===== src/rtl/core_mem_arbiter_nport.sv =====
// core_mem_arbiter_nport
//   N-requester memory arbiter and ROM/RAM address decoder. One transaction
//   is in flight at a time: IDLE (grant) -> ACCESS (target access) -> RESP
//   (ack and read data). The arbiter uses fixed or round-robin priority.
//
// Ports
//   i_clk, i_rst      clock, synchronous active-high reset
//   i_clk_en          global enable; low freezes the FSM and all registers
//   i_req/i_we        per-port request and write flag
//   i_addr/i_be/i_wdata  per-port byte address, byte enables, write data
//   o_gnt             one-hot, request accepted this cycle
//   o_ack/o_err       one-hot completion pulse; error flag valid with it
//   o_rdata           read data returned with o_ack
//   o_busy            transaction in ACCESS or RESP
//   o_rom_addr        ROM word address; i_rom_rdata is its 1-cycle read data
//   o_ram_*           RAM word address, write strobe, byte enables, write data
//   i_ram_rdata       RAM 1-cycle read data
module core_mem_arbiter_nport #(
    parameter int unsigned   AW        = 32,
    parameter int unsigned   DW        = 32,
    parameter int unsigned   NPORTS    = 3,
    parameter bit            ARB_RR    = 1'b0,
    parameter logic [AW-1:0] ROM_BASE  = AW'(32'h0000_0000),
    parameter int unsigned   ROM_BYTES = 2048,
    parameter logic [AW-1:0] RAM_BASE  = AW'(32'h0000_1000),
    parameter int unsigned   RAM_BYTES = 16384
) (
    input  logic                   i_clk,
    input  logic                   i_rst,
    input  logic                   i_clk_en,
    input  logic [NPORTS-1:0]      i_req,
    input  logic [NPORTS-1:0]      i_we,
    input  logic [NPORTS*AW-1:0]   i_addr,
    input  logic [NPORTS*DW/8-1:0] i_be,
    input  logic [NPORTS*DW-1:0]   i_wdata,
    output logic [NPORTS-1:0]      o_gnt,
    output logic [NPORTS-1:0]      o_ack,
    output logic                   o_err,
    output logic [DW-1:0]          o_rdata,
    output logic                   o_busy,
    output logic [AW-1:0]          o_rom_addr,
    input  logic [DW-1:0]          i_rom_rdata,
    output logic [AW-1:0]          o_ram_addr,
    output logic                   o_ram_we,
    output logic [DW/8-1:0]        o_ram_be,
    output logic [DW-1:0]          o_ram_wdata,
    input  logic [DW-1:0]          i_ram_rdata
);

    localparam int unsigned BW   = DW / 8;
    localparam int unsigned OFFS = (BW > 1) ? $clog2(BW) : 0;
    localparam int unsigned PW   = (NPORTS > 1) ? $clog2(NPORTS) : 1;

    // Region bounds carried at AW+1 bits so base+size cannot wrap.
    localparam logic [AW:0] ROM_LO = {1'b0, ROM_BASE};
    localparam logic [AW:0] ROM_HI = ROM_LO + (AW+1)'(ROM_BYTES);
    localparam logic [AW:0] RAM_LO = {1'b0, RAM_BASE};
    localparam logic [AW:0] RAM_HI = RAM_LO + (AW+1)'(RAM_BYTES);

    typedef enum logic [1:0] {ST_IDLE, ST_ACCESS, ST_RESP} state_e;

    state_e        state_q, state_d;
    logic [PW-1:0] ptr_q, ptr_d;
    logic [PW-1:0] win_q, win_d;
    logic          we_q, we_d;
    logic [BW-1:0] be_q, be_d;
    logic [DW-1:0] wdata_q, wdata_d;
    logic [AW-1:0] word_q, word_d;
    logic          rom_sel_q, rom_sel_d;
    logic          ram_sel_q, ram_sel_d;
    logic          err_q, err_d;

    // ---------------- arbitration ----------------
    logic [PW-1:0] win;
    logic [PW-1:0] cand;
    logic          req_any;

    // NOTE: every always_comb output gets a default first so no path can infer a latch.
    always_comb begin
        win     = '0;
        cand    = '0;
        req_any = 1'b0;
        // Scan from ptr in round-robin mode, from port 0 in fixed mode;
        // the first asserted request found wins.
        for (int i = 0; i < NPORTS; i++) begin
            if (ARB_RR) cand = PW'((int'(ptr_q) + i) % NPORTS);
            else        cand = PW'(i);
            if (!req_any && i_req[cand]) begin
                req_any = 1'b1;
                win     = cand;
            end
        end
    end

    // ---------------- decode of the winning request ----------------
    logic [AW-1:0] sel_addr;
    logic          sel_we;
    logic          rom_hit, ram_hit, dec_err;
    logic [AW-1:0] rom_word, ram_word;

    always_comb begin
        sel_addr = i_addr[win*AW +: AW];
        sel_we   = i_we[win];
        rom_hit  = ({1'b0, sel_addr} >= ROM_LO) && ({1'b0, sel_addr} < ROM_HI);
        ram_hit  = !rom_hit && ({1'b0, sel_addr} >= RAM_LO) && ({1'b0, sel_addr} < RAM_HI);
        rom_word = (sel_addr - ROM_BASE) >> OFFS;
        ram_word = (sel_addr - RAM_BASE) >> OFFS;
        dec_err  = (sel_addr[1:0] != 2'b00) || !(rom_hit || ram_hit) || (rom_hit && sel_we);
    end

    // ---------------- FSM next state and request capture ----------------
    always_comb begin
        state_d   = state_q;
        ptr_d     = ptr_q;
        win_d     = win_q;
        we_d      = we_q;
        be_d      = be_q;
        wdata_d   = wdata_q;
        word_d    = word_q;
        rom_sel_d = rom_sel_q;
        ram_sel_d = ram_sel_q;
        err_d     = err_q;
        unique case (state_q)
            ST_IDLE: begin
                if (req_any) begin
                    state_d   = ST_ACCESS;
                    win_d     = win;
                    we_d      = sel_we;
                    be_d      = i_be[win*BW +: BW];
                    wdata_d   = i_wdata[win*DW +: DW];
                    word_d    = rom_hit ? rom_word : ram_word;
                    // An erroring request selects no target at all.
                    rom_sel_d = rom_hit && !dec_err;
                    ram_sel_d = ram_hit && !dec_err;
                    err_d     = dec_err;
                    if (ARB_RR) ptr_d = (win == PW'(NPORTS - 1)) ? '0 : win + 1'b1;
                end
            end
            ST_ACCESS: state_d = ST_RESP;
            ST_RESP:   state_d = ST_IDLE;
            default:   state_d = ST_IDLE;
        endcase
    end

    // NOTE: sequential state uses non-blocking assignments only.
    always_ff @(posedge i_clk) begin
        if (i_rst) begin
            state_q <= ST_IDLE;
            ptr_q   <= '0;
        end else if (i_clk_en) begin
            state_q <= state_d;
            ptr_q   <= ptr_d;
        end
    end

    // NOTE: the request datapath is deliberately not reset; every output it
    // feeds is qualified by the FSM state, which is.
    always_ff @(posedge i_clk) begin
        if (i_clk_en) begin
            win_q     <= win_d;
            we_q      <= we_d;
            be_q      <= be_d;
            wdata_q   <= wdata_d;
            word_q    <= word_d;
            rom_sel_q <= rom_sel_d;
            ram_sel_q <= ram_sel_d;
            err_q     <= err_d;
        end
    end

    // ---------------- outputs ----------------
    logic active, in_resp, grant;

    assign active  = (state_q != ST_IDLE);
    assign in_resp = (state_q == ST_RESP) && !i_rst;
    assign grant   = (state_q == ST_IDLE) && req_any && i_clk_en && !i_rst;

    assign o_gnt  = grant ? (NPORTS'(1) << win) : '0;
    assign o_ack  = (in_resp && i_clk_en) ? (NPORTS'(1) << win_q) : '0;
    assign o_err  = in_resp && err_q;
    assign o_busy = active;

    // Target addresses stay valid through RESP so a stalled RESP keeps the
    // synchronous read data stable.
    assign o_rom_addr  = (active && rom_sel_q) ? word_q : '0;
    assign o_ram_addr  = (active && ram_sel_q) ? word_q : '0;
    assign o_ram_be    = (active && ram_sel_q && we_q) ? be_q : '0;
    assign o_ram_wdata = (active && ram_sel_q && we_q) ? wdata_q : '0;
    assign o_ram_we    = (state_q == ST_ACCESS) && ram_sel_q && we_q && i_clk_en && !i_rst;

    always_comb begin
        o_rdata = '0;
        if (in_resp && !we_q) begin
            if (rom_sel_q)      o_rdata = i_rom_rdata;
            else if (ram_sel_q) o_rdata = i_ram_rdata;
        end
    end

endmodule


===== config.mk =====
export PLATFORM = sky130hd
export DESIGN_NAME = core_mem_arbiter_nport
export DESIGN_NICKNAME = d
export VERILOG_FILES = /design/src/rtl/core_mem_arbiter_nport.sv
export SDC_FILE = /design/constraint.sdc
export NUM_CORES = 1
export LEC_CHECK = 0
export ABC_AREA = 1
export BUFFER_PORTS_ARGS = -buffer_cell sky130_fd_sc_hd__buf_2
export CAP_MARGIN = 40
export CORE_AREA = 2 2 161 163
export CTS_CLUSTER_DIAMETER = 40
export DETAILED_ROUTE_END_ITERATION = 10
export DIE_AREA = 0 0 163 165
export SYNTH_ARGS = -nofsm -noshare
export SYNTH_HDL_FRONTEND = slang
export SYNTH_SLANG_ARGS = --single-unit

===== constraint.sdc =====
create_clock -name i_clk -period 6.7 [get_ports i_clk]
set_clock_uncertainty 0.05 [all_clocks]
set_input_delay 1.34 -clock i_clk [delete_from_list [all_inputs] [get_ports i_clk]]
set_output_delay 1.34 -clock i_clk [all_outputs]
set_load 0.02 [all_outputs]

==> out/results.tsv <==
metric	value	unit
CP Capture Type	primary output	
global-route wire length before repair	34800	um
WL per Instance	15.2	um
max-cap violations	0	
Bufs and invs on worst path	4	
Main synth FF type	edfxtp_1	
Area Growth Syn to Fin	46.2	%
Int Pwr	0.976	mW
Sw Pwr	0.501	mW
Setup CP Type	in2out	
Initial Util	23.5	%
Bufs on Longest Clock Path	2	
Tcrit/Tclk final	63.9	%
CP startpoint kind	input pin	
core area	25000	um^2
1st-iter DRT viols	401	
TNS Setup	0	ns
RSZ-0062 raised after global routing	false	
initial antenna violation count	0	
Antenna diodes	0	
setup slack, reg-to-reg	4.35	ns
Final min period	4.28	ns
slew of the pin with the lowest slew margin	0.890	ns
fill count	2785	
Post-CTS Resized	0	
Final Hold Fails	0	
Setup Buffers After CTS	0	
Congestion Overflow GR	0	
P_leak	4.89	nW
Max IR drop VDD	98.3	uV
Final setup viols	0	
Worst path most repeated cell	buf_2	
Rows	58	
met2 GRT Util	30.5	%
Rel. slew slack	40.7	%
global routing met1 resource utilization	22.0	%
placed instance area	8330	um^2
CP top delay family	buffers and inverters	
num ports	418	
hold_ws	0.463	ns
Yosys Warn Count	0	
Synth Area per Inst	6.57	um^2
1st-pass router iterations	5	
Total GRT Usage	16.9	%
worst r2r path cells	6	
Mapped Area	5890	um^2
largest net degree at the start of global routing	51	
final slew viol count	0	
Post-CTS Hold Fix Bufs	0	
EDFF count, synth	72	
Peak Freq	0.234	GHz
beginning of the worst hold path	state_q[0]$_SDFFE_PP0P_	
M3 GR Usage	1.68	%
Slowest-stage cell, CP	inv_2	
Final Util	34.4	%
busiest grt layer	met2	
Die Span X	163	um
Mapped Cells	897	
antenna-violating nets left	0	
Clk Latency, worst-skew pair	0.33	ns
worst stage delay on the critical path	0.63	ns
total power	1.48	mW
detailed-route wire length	24600	um
Post-DP HPWL	20400	um
Worst-path clk slew	0.07	ns
Hold Crit Class	reg2reg	
Via density	4.40	
Reg power frac	39.3	%
switching share of power	33.9	%
via count	7129	
Die H	165	um
CTS H-tree lvls	3	
layout cells sized above 1	37.8	%
DRC	0	
crit-path cells	buf_2 -> nor2_1 -> buf_4 -> nand2_4 -> inv_2 -> nor3_1 -> buf_2	
gp weighted congestion	0.910	
# port buffers	413	
Sink Count	74	
Clk pwr share	32.0	%
Comb pwr share	28.7	%
critical path data required time	5.31	ns
Final #Nets	1566	
vias in the first global route	6424	
CTS root buf	clkbuf_16	
flops & latches, synth	74	
Inserted Clock Buffers	9	
critical-path maximum fanout	50	
hold worst-path end	state_q[0]$_SDFFE_PP0P_	
status	finished, final reports clean	
arrival time worst endpoint	2.89	ns
synth unique cells	39	
R2R Path End	wdata_q[12]$_DFFE_PP_	
Pwr Density	172	nW/um^2
ys async rst share	0	%
cell area after layout	8610	um^2
r2r startpoint	state_q[1]$_SDFFE_PP0P_	
die area	26900	um^2
hold depth	2	
CTS tree	done	
Seq/Total Area, Yosys	37.4	%
cell usage in the layout (no fill, tap or decap), types with 5 or more instances in the layout:
cell       Yosys  routed
o21ai_0        8       8
buf_4          7       5
nor2_2        10      11
nor2_1       185     183
edfxtp_1      72      72
nand2_1      259     259
a21oi_1        9       9
nor2_4         7       8
nand3_1       88      88
clkbuf_16      0       9
buf_2          3     413
inv_1        119     119
nand3_2        6       6
nand3b_1       5       5
a22oi_1       32      32
inv_2          9       9
Yosys cell counts, types with 5 or more instances:
library cell	n	area, um^2
a21oi_1	9	45.0
nand2_1	259	972
o21ai_0	8	40.0
a22oi_1	32	240
nor2_4	7	78.8
edfxtp_1	72	2160
nand3_2	6	60.1
buf_1	6	22.5
inv_2	9	33.8
nor2_2	10	62.6
buf_4	7	52.6
inv_1	119	447
nand3b_1	5	37.5
nand3_1	88	440
nor2_1	185	694
clkbuf_1	29	109
per-stage QoR:
stage / instances / setup slack (ns)
2_1_floorplan: 900 / 0.904
3_3_place_gp: 1601 / 2.41
5_1_grt: 1622 / 2.25
6_report: 1622 / 2.42
4_1_cts: 1622 / 2.39
3_5_place_dp: 1606 / 2.40
power groups by stage:
stage | Combinational [mW] | Sequential (mW) | Clock [mW]
after floorplan | 0.235 | 0.586 | 0
after global placement | 0.410 | 0.594 | 0
after detailed placement | 0.425 | 0.592 | 0
after CTS | 0.426 | 0.582 | 0.487
after global routing | 0.468 | 0.586 | 0.504
final | 0.424 | 0.581 | 0.473
tightest hold or removal path: cells and delay by family (launching register included):
kind / cells / cell delay, ns
and+or+nand+nor: 2 / 0.13
DFF: 1 / 0.34
flip-flops by register name, summed over array words and instances, names as in the netlist:
register	cells
we_q	1
word_q	30
win_q	2
rom_sel_q	1
state_q	2
wdata_q	32
be_q	4
ram_sel_q	1
err_q	1
worst max-delay path by stage:
stage          cells after the start       end  slack (ns)      from
6_report                           7  o_gnt[0]        2.42  i_req[0]
5_1_grt                            7  o_gnt[0]        2.25  i_req[1]
4_1_cts                            7  o_gnt[0]        2.39  i_req[0]
3_5_place_dp                       7  o_gnt[0]        2.40  i_req[0]
3_3_place_gp                       7  o_gnt[0]        2.41  i_req[0]
2_1_floorplan                      5  o_gnt[0]        0.90  i_req[2]
layer usage:
| metal | wire (um) | share of wire [%] |
|---|---|---|
| met1 | 10400 | 42 |
| met2 | 12300 | 50 |
| met3 | 1730 | 7.0 |
| met4 | 231 | 0.94 |
| met5 | 0 | 0 |
cells by family after synthesis:
logic type | count (synthesis) | synth area share (%)
AO/OA/AOI/OAI | 61 | 6.99
flip-flops | 74 | 37.4
adder cells (fa/ha/maj) | 2 | 0.425
AND/OR/NAND/NOR | 578 | 42.4
other | 1 | 0.0636
buffers and inverters | 176 | 12.0
XOR/XNOR | 5 | 0.743
area by class of cell:
type / instances / area (um^2) / share of cell area [%]
Sequential cell: 74 / 2200 / 25.6
Tap cell: 330 / 413 / 4.79
Multi-Input combinational cell: 650 / 3010 / 35.0
Clock buffer: 9 / 225 / 2.61
Timing Repair Buffer: 423 / 2220 / 25.7
Clock inverter: 7 / 60.1 / 0.697
Inverter: 129 / 485 / 5.64
Power figures use the tool's default switching activity.
